===== src/rtl/pcie_tm_writer.sv =====
// Writer half of the PCIe shared-memory timing-model link: buffers retired cpu2tm tokens
// and writes each as a 4-word record (word 0 last, carrying a per-thread A/B toggle bit).
module pcie_tm_writer #(
   parameter int NTHREADS   = 64,
   parameter int TIDW       = 6,
   parameter int FIFO_DEPTH = 8
) (
   input  logic                          clk,
   input  logic                          rst,
   input  logic                          cpu2tm_valid,
   input  logic                          cpu2tm_retired,
   input  logic [TIDW-1:0]               cpu2tm_tid,
   input  logic [30:0]                   cpu2tm_hdr,
   input  logic [95:0]                   cpu2tm_data,
   output logic                          pcie_we,
   output logic [10:0]                   pcie_waddr,
   output logic [31:0]                   pcie_wdata,
   input  logic                          pcie_wr_busy,
   output logic [$clog2(FIFO_DEPTH):0]   fifo_count,
   output logic                          overflow,
   output logic                          idle
);

   localparam int PTRW = $clog2(FIFO_DEPTH);
   localparam int CNTW = PTRW + 1;
   localparam logic [CNTW-1:0] FULL_CNT = CNTW'(FIFO_DEPTH);
   localparam logic [CNTW-1:0] ONE_CNT  = CNTW'(1);
   localparam logic [0:0] S_IDLE  = 1'b0;
   localparam logic [0:0] S_WRITE = 1'b1;

   logic [TIDW-1:0] tid_mem  [FIFO_DEPTH];
   logic [30:0]     hdr_mem  [FIFO_DEPTH];
   logic [95:0]     data_mem [FIFO_DEPTH];

   logic [PTRW-1:0]     wr_ptr_q, wr_ptr_d, rd_ptr_q, rd_ptr_d, head_ptr;
   logic [CNTW-1:0]     count_q, count_d;
   logic                overflow_q, overflow_d;
   logic [0:0]          state_q, state_d;
   logic [1:0]          beat_q, beat_d;
   logic [TIDW-1:0]     cur_tid_q, cur_tid_d;
   logic [30:0]         cur_hdr_q, cur_hdr_d;
   logic [95:0]         cur_data_q, cur_data_d;
   logic [NTHREADS-1:0] ab_q, ab_d;
   logic                we_q, we_d;
   logic [10:0]         waddr_q, waddr_d;
   logic [31:0]         wdata_q, wdata_d;
   logic                push_req, push_ok, pop, load;

   function automatic logic [31:0] data_word(input logic [95:0] d, input logic [1:0] b);
      case (b)
         2'd3:    return d[95:64];
         2'd2:    return d[63:32];
         default: return d[31:0];
      endcase
   endfunction

   always_ff @(posedge clk) begin
      if (push_ok) begin
         tid_mem[wr_ptr_q]  <= cpu2tm_tid;
         hdr_mem[wr_ptr_q]  <= cpu2tm_hdr;
         data_mem[wr_ptr_q] <= cpu2tm_data;
      end
   end

   always_comb begin
      state_d    = state_q;
      beat_d     = beat_q;
      cur_tid_d  = cur_tid_q;
      cur_hdr_d  = cur_hdr_q;
      cur_data_d = cur_data_q;
      ab_d       = ab_q;
      we_d       = we_q;
      waddr_d    = waddr_q;
      wdata_d    = wdata_q;
      pop        = 1'b0;
      load       = 1'b0;
      head_ptr   = rd_ptr_q;
      case (state_q)
         S_IDLE: begin
            if (count_q != '0) load = 1'b1;
         end
         default: begin
            if (we_q && !pcie_wr_busy) begin
               if (beat_q != 2'd0) begin
                  beat_d  = beat_q - 2'd1;
                  waddr_d = 11'({cur_tid_q, beat_d});
                  wdata_d = (beat_d == 2'd0) ? {~ab_q[cur_tid_q], cur_hdr_q}
                                             : data_word(cur_data_q, beat_d);
               end else begin
                  pop              = 1'b1;
                  ab_d[cur_tid_q]  = ~ab_q[cur_tid_q];
                  // The entry behind the one being popped can be chained with no bubble.
                  if (count_q > ONE_CNT) begin
                     load     = 1'b1;
                     head_ptr = rd_ptr_q + 1'b1;
                  end else begin
                     state_d = S_IDLE;
                     we_d    = 1'b0;
                  end
               end
            end
         end
      endcase
      if (load) begin
         state_d    = S_WRITE;
         beat_d     = 2'd3;
         cur_tid_d  = tid_mem[head_ptr];
         cur_hdr_d  = hdr_mem[head_ptr];
         cur_data_d = data_mem[head_ptr];
         we_d       = 1'b1;
         waddr_d    = 11'({tid_mem[head_ptr], 2'd3});
         wdata_d    = data_mem[head_ptr][95:64];
      end
   end

   always_comb begin
      push_req   = cpu2tm_valid & cpu2tm_retired;
      push_ok    = push_req & ((count_q != FULL_CNT) | pop);
      overflow_d = overflow_q | (push_req & ~push_ok);
      wr_ptr_d   = push_ok ? wr_ptr_q + 1'b1 : wr_ptr_q;
      rd_ptr_d   = pop ? rd_ptr_q + 1'b1 : rd_ptr_q;
      count_d    = count_q;
      if (push_ok && !pop)      count_d = count_q + ONE_CNT;
      else if (!push_ok && pop) count_d = count_q - ONE_CNT;
   end

   always_ff @(posedge clk or negedge rst) begin
      if (!rst) begin
         wr_ptr_q   <= '0;
         rd_ptr_q   <= '0;
         count_q    <= '0;
         overflow_q <= 1'b0;
         state_q    <= S_IDLE;
         beat_q     <= 2'd0;
         cur_tid_q  <= '0;
         cur_hdr_q  <= '0;
         cur_data_q <= '0;
         ab_q       <= '0;
         we_q       <= 1'b0;
         waddr_q    <= '0;
         wdata_q    <= '0;
      end else begin
         wr_ptr_q   <= wr_ptr_d;
         rd_ptr_q   <= rd_ptr_d;
         count_q    <= count_d;
         overflow_q <= overflow_d;
         state_q    <= state_d;
         beat_q     <= beat_d;
         cur_tid_q  <= cur_tid_d;
         cur_hdr_q  <= cur_hdr_d;
         cur_data_q <= cur_data_d;
         ab_q       <= ab_d;
         we_q       <= we_d;
         waddr_q    <= waddr_d;
         wdata_q    <= wdata_d;
      end
   end

   assign pcie_we    = we_q;
   assign pcie_waddr = waddr_q;
   assign pcie_wdata = wdata_q;
   assign fifo_count = count_q;
   assign overflow   = overflow_q;
   assign idle       = (count_q == '0) && (state_q == S_IDLE);

endmodule


===== config.mk =====
export PLATFORM = sky130hd
export DESIGN_NAME = pcie_tm_writer
export DESIGN_NICKNAME = d
export VERILOG_FILES = /design/src/rtl/pcie_tm_writer.sv
export SDC_FILE = /design/constraint.sdc
export NUM_CORES = 1
export LEC_CHECK = 0
export BUFFER_PORTS_ARGS = -buffer_cell sky130_fd_sc_hd__buf_2
export CORE_MARGIN = 1
export CORE_UTILIZATION = 40
export CTS_BUF_LIST = sky130_fd_sc_hd__clkbuf_4 sky130_fd_sc_hd__clkbuf_8
export DETAILED_ROUTE_END_ITERATION = 8
export PLACE_DENSITY = 0.67
export SYNTH_ARGS = -nofsm -noshare
export SYNTH_HDL_FRONTEND = slang
export SYNTH_SLANG_ARGS = --single-unit
export TNS_END_PERCENT = 10

===== constraint.sdc =====
create_clock -name clk -period 13.95 [get_ports clk]
set_input_delay 2.79 -clock clk [delete_from_list [all_inputs] [get_ports clk]]
set_output_delay 2.79 -clock clk [all_outputs]
set_load 0.05 [all_outputs]

# Word level (Yosys, flattened, before mapping)
# Memories as Yosys holds them, arrays and structs flattened. A register that Yosys moved wholly into a read port is not among the register bits.
# Index checks and enable logic that the tools add are counted.
# op_classes
n_addsub	5
n_lt_le_gt_ge	3
eq_ne	5
n_mux	44
n_bitwise	9
n_reduce_logical	20
# op_table
cell	count
$mux W32	5
$bwmux W64	1
$pmux W32 S2	1
$mux W11	4
$mux W1	21
$mux W3	4
$reduce_bool A2 Y1	5
$mux W2	4
$mux W4	2
$lt A6 B7 Y1 const B	1
$add A3 B1 Y3 const B	2
$bmux W1 S6	1
$demux W1 S6	1
$ge A6 B1 Y1 const B	1
$reduce_and A3 Y1	2
$logic_and A1 B1 Y1	5
$add A4 B1 Y4 const B	1
$eq A2 B2 Y1 const B	2
$gt A4 B1 Y1 const B	1
$logic_not A1 Y1	4
$logic_not A4 Y1	1
$ne A2 B2 Y1 const B	2
$ne A4 B4 Y1 const B	1
$not A1 Y1	4
other kinds (7)	10
# word_totals
reg_bits	224
mem_bits_rw	1064
in_bits	138
wordCells	101
n_memories	3
# mem_list
name	depth	width	rd	rd_clocked_by_memory_dff	write_ports	line	text
data_mem	8	96	1	0	1	33	logic [95:0] data_mem [FIFO_DEPTH];
hdr_mem	8	31	1	1	1	32	logic [30:0] hdr_mem [FIFO_DEPTH];
tid_mem	8	6	1	0	1	31	logic [TIDW-1:0] tid_mem [FIFO_DEPTH];

# Logic depth before layout (Yosys ltp)
# logic_depth
depth_word	10
mapped_depth	13
ltp_nobuf	10

# Least setup slack after synthesis
# No wires, ideal clock.
# synth_timing
path_type	input-to-reg
startpoint	input port pcie_wr_busy
endpoint	memory data_mem[0][0], enable pin
setup_time_ns	0.788
arrival_time_ns	12.877
setup_slack_ns	0.285
path_stages	6
cell_sequence	and4b_1 > buf_2 > inv_1 > and4b_1 > or3_1 > nor3_1
# synth_between
elab_chain_len	8
# synth_lines
element	line	text
start: declaration	18	input logic pcie_wr_busy,
$logic_not A1 Y1	83	if (we_q && !pcie_wr_busy) begin
$logic_and A1 B1 Y1	83	
$mux W1	83	
$mux W1	78	case (state_q)
$or A1 B1 Y1	118	push_ok = push_req & ((count_q != FULL_CNT) | pop);
$and A1 B1 Y1	118	
$mux W1	58	if (push_ok) begin
$mux W1 (implied by the code)	61	data_mem[wr_ptr_q] <= cpu2tm_data;
end: declaration	33	
# Every way passes these cells.

# Worst setup path after layout
# layout_timing
startpoint	input port pcie_wr_busy
endpoint	memory data_mem[2][38], enable pin
# Same word-level chain as after synthesis.

==> impl_metrics.json <==
{
  "yosysWarnings": 0,
  "p_sw_mw": 4.045,
  "setup_ws_ns": 7.399,
  "p_clk_share_pct": 27.8,
  "cpPeakStageDelay_ns": 0.97,
  "cts_resized": 0,
  "fin_crit_sh_pct": 46.96,
  "synth.distinct_cells": 58,
  "syn2layout_area_growth_pct": 13.56,
  "min_path_type": "flip-flop to flip-flop",
  "route.detailed.drc": 0,
  "netSwitchingFraction_pct": 33.70,
  "cts_tree": "yes",
  "antenna_found_initial": 57,
  "grt_max_degree": 136,
  "synth-seq-area-share_pct": 73.97,
  "die_h_um": 361.3,
  "cp_max_fo": 61,
  "powerDensity_mw_per_mm2": 204.6,
  "io_buffers": 184,
  "vdd_drop_max_v": 0.0001773,
  "ys_async_sr_fraction_pct": 19.03,
  "fin_setup_tns_ns": 0,
  "tightest_slew_ns": 1.147,
  "place_hpwl_mm": 71.88,
  "synth_edf_count": 1064,
  "drive_above_1_share_pct": 30.81,
  "drv_cap": 0,
  "reg2reg_from": "beat_q[0]",
  "via_per_inst": 5.603,
  "pwr-share-comb_pct": 28.8,
  "io_pins": 188,
  "die-area_mm2": 0.1306,
  "cts_buffers": 200,
  "fp-row-count": 131,
  "cp-startpoint": "pcie_wr_busy",
  "antenna_left": 0,
  "cts_max_path_buffers": 3,
  "hold_ws_ns": 0.4939,
  "drt-initial-drc-count": 3094,
  "wl_per_cell_um": 26.27,
  "worst_setup_path_start_kind": "input pin",
  "hp-start": "overflow",
  "arrival_ns": 7.05,
  "grt_pass1_vias": 27810,
  "slowest_stage": "buf_4",
  "cp.required_ns": 14.44,
  "outcome": "completed",
  "synth_ff_type": "edfxtp_1",
  "syn_area_per_cell_um2": 18.05,
  "grt-ovfl-total": 0,
  "gp_congestion": 0.7701,
  "finalCriticalPeriod_ns": 6.551,
  "post-cts-setup-buffers": 0,
  "fmax_mhz": 152.6,
  "power_frac_seq_pct": 43.4,
  "rsz0062_at_grt": "no",
  "hold_buffers": 0,
  "finalClockSkew_ns": 0.05551,
  "dpl_worst_slack_ns": 6.407,
  "clkTransAtPathRegs_ns": 0.06,
  "fp.dieW_um": 361.3,
  "critPathKind": "input pin to flip-flop",
  "p_leak_nw": 20.55,
  "nets": 3264,
  "timing.critical_path.cells": "buf_2, and4b_1, inv_1, and4b_1, or3_1, nor2_4, buf_4, buf_4",
  "grtUsageTotal_pct": 19.92,
  "place_inst": 4576,
  "fillers": 10800,
  "finalSetupViolations": 0,
  "clock_latency_ns": 0.90,
  "num_vias": 27830,
  "slew-limit-headroom_pct": 23.53,
  "htree_num_levels": 4,
  "endpoint_kind": "flip-flop",
  "syn_inst": 2862,
  "core_area_mm2": 0.1278,
  "ys_seq_elements": 1314,
  "synthesis.area_mm2": 0.05165,
  "grt_pass1_wl_mm": 190.5,
  "layout.cells.non_filler": 4968,
  "hold_viol": 0,
  "routed_wl_mm": 130.5,
  "clockRootBuffer": "clkbuf_8",
  "slew_violations": 0,
  "intPower_mw": 7.958,
  "cts.sinks": 1314,
  "initial_core_util_pct": 40.40,
  "firstDrtPassIters": 5
}
## per-layer routing
metal  global-route usage, %  vias up  routed length (µm)
li1                        -    11850                   -
met1                   27.32    14590               54280
met2                   31.23     1111               61640
met3                   5.508      241               11560
met4                   5.417       46                2728
met5                       0        -                 292
## state kept, by name, summed over array words and instances, names as in the netlist
register and flops:
data_mem 768, hdr_mem 248, cur_data_q 96, ab_q 64, tid_mem 48, pcie_wdata 32
cur_hdr_q 31, pcie_waddr 7, cur_tid_q 6, fifo_count 4, rd_ptr_q 3, wr_ptr_q 3
beat_q 1, overflow 1, pcie_we 1, state_q 1
## kinds of logic after synthesis
kind of cell | count (synthesis) | synth area share, %
mux | 399 | 14.00
simple gates | 514 | 4.244
fa+ha+maj | 10 | 0.2422
xor+xnor | 12 | 0.2325
flops | 1314 | 73.97
compound gates | 426 | 5.424
buf+inv | 186 | 1.877
other cells | 1 | 0.007260
## Yosys cell counts, drive strengths merged (3+ instances only)
| cell type | instances | area, µm² |
|---|---|---|
| or3b | 3 | 26.28 |
| nor2 | 215 | 809.5 |
| nand3 | 4 | 20.02 |
| nor3 | 35 | 175.2 |
| nor3b | 7 | 52.55 |
| nand3b | 3 | 22.52 |
| mux2 | 142 | 1618 |
| xnor2 | 8 | 85.08 |
| inv | 7 | 26.28 |
| xor2 | 4 | 35.03 |
| o21ai | 7 | 35.03 |
| buf | 104 | 661.9 |
| clkbuf | 75 | 281.5 |
| mux2i | 14 | 140.1 |
| ha | 10 | 125.1 |
| dfrtp | 250 | 6256 |
| a21oi | 293 | 1466 |
| mux4 | 243 | 5473 |
| a211oi | 32 | 240.2 |
| a221oi | 68 | 827.0 |
| nand2b | 7 | 43.79 |
| nor2b | 34 | 212.7 |
| nand2 | 190 | 713.2 |
| edfxtp | 1064 | 31950 |
| a22oi | 9 | 67.56 |
| or2 | 4 | 25.03 |
## power groups by stage
| stage | Sequential [mW] | Clock, mW | Combinational, mW |
|---|---|---|---|
| CTS | 5.21 | 3.39 | 3.48 |
| finish | 5.21 | 3.34 | 3.46 |
| floorplan | 5.32 | 0 | 2.38 |
| detailed placement | 5.28 | 0 | 3.47 |
| global route | 5.25 | 3.56 | 3.70 |
| global placement | 5.27 | 0 | 3.44 |
## final cells by class
type                       count  area (µm²)  share of cell area (%)
antenna                       15       37.54                 0.06400
multi-input combinational   1364       12610                   21.50
tap                         1662        2079                   3.545
inverter                       7       26.28                 0.04480
clock inverter                88       747.0                   1.274
clock buffer                 289        3552                   6.056
timing repair buffer         229        1394                   2.376
sequential                  1314       38210                   65.14
## path summary, 6_finish.rpt
check	to	slack (ns)	cells after the start
max	data_mem[2][38]	7.40	8
min	overflow	0.49	1
max reg2reg	data_mem[2][38]	8.53	9
min reg2reg	overflow	0.49	1
max in group asynchronous	cur_data_q[67]	10.05	3
min in group asynchronous	ab_q[60]	1.89	1
## layout by cell type, fill, tap and decap left out, types with 8 or more instances in the layout
cell type,instances
a21oi_1,293
mux2_2,135
a211oi_1,32
buf_12,10
bufinv_16,9
clkinv_2,27
nor2_1,208
clkbuf_4,68
buf_4,35
diode_2,15
a221oi_1,31
a22oi_1,9
dfrtp_1,250
nor3_1,33
nand2_1,190
clkinv_1,38
buf_2,183
ha_1,8
mux2i_1,13
a221oi_2,37
mux4_2,243
edfxtp_1,1064
clkbuf_8,221
nor2b_1,34
## worst max-delay path, delay by kind of cell
| family | cells | cell delay, ns |
|---|---|---|
| buffers and inverters | 4 | 2.05 |
| AND/OR/NAND/NOR | 4 | 2.06 |
## stage by stage
stage	util [%]	cell area, µm²	power (mW)
after global placement	42.49	54320	8.714
after floorplan	-	51660	7.700
after CTS	45.85	58620	12.08
after detailed placement	42.49	54320	8.755
final	45.88	58650	12.00
after global routing	45.86	58630	12.51
(Power assumes the default switching activity.)
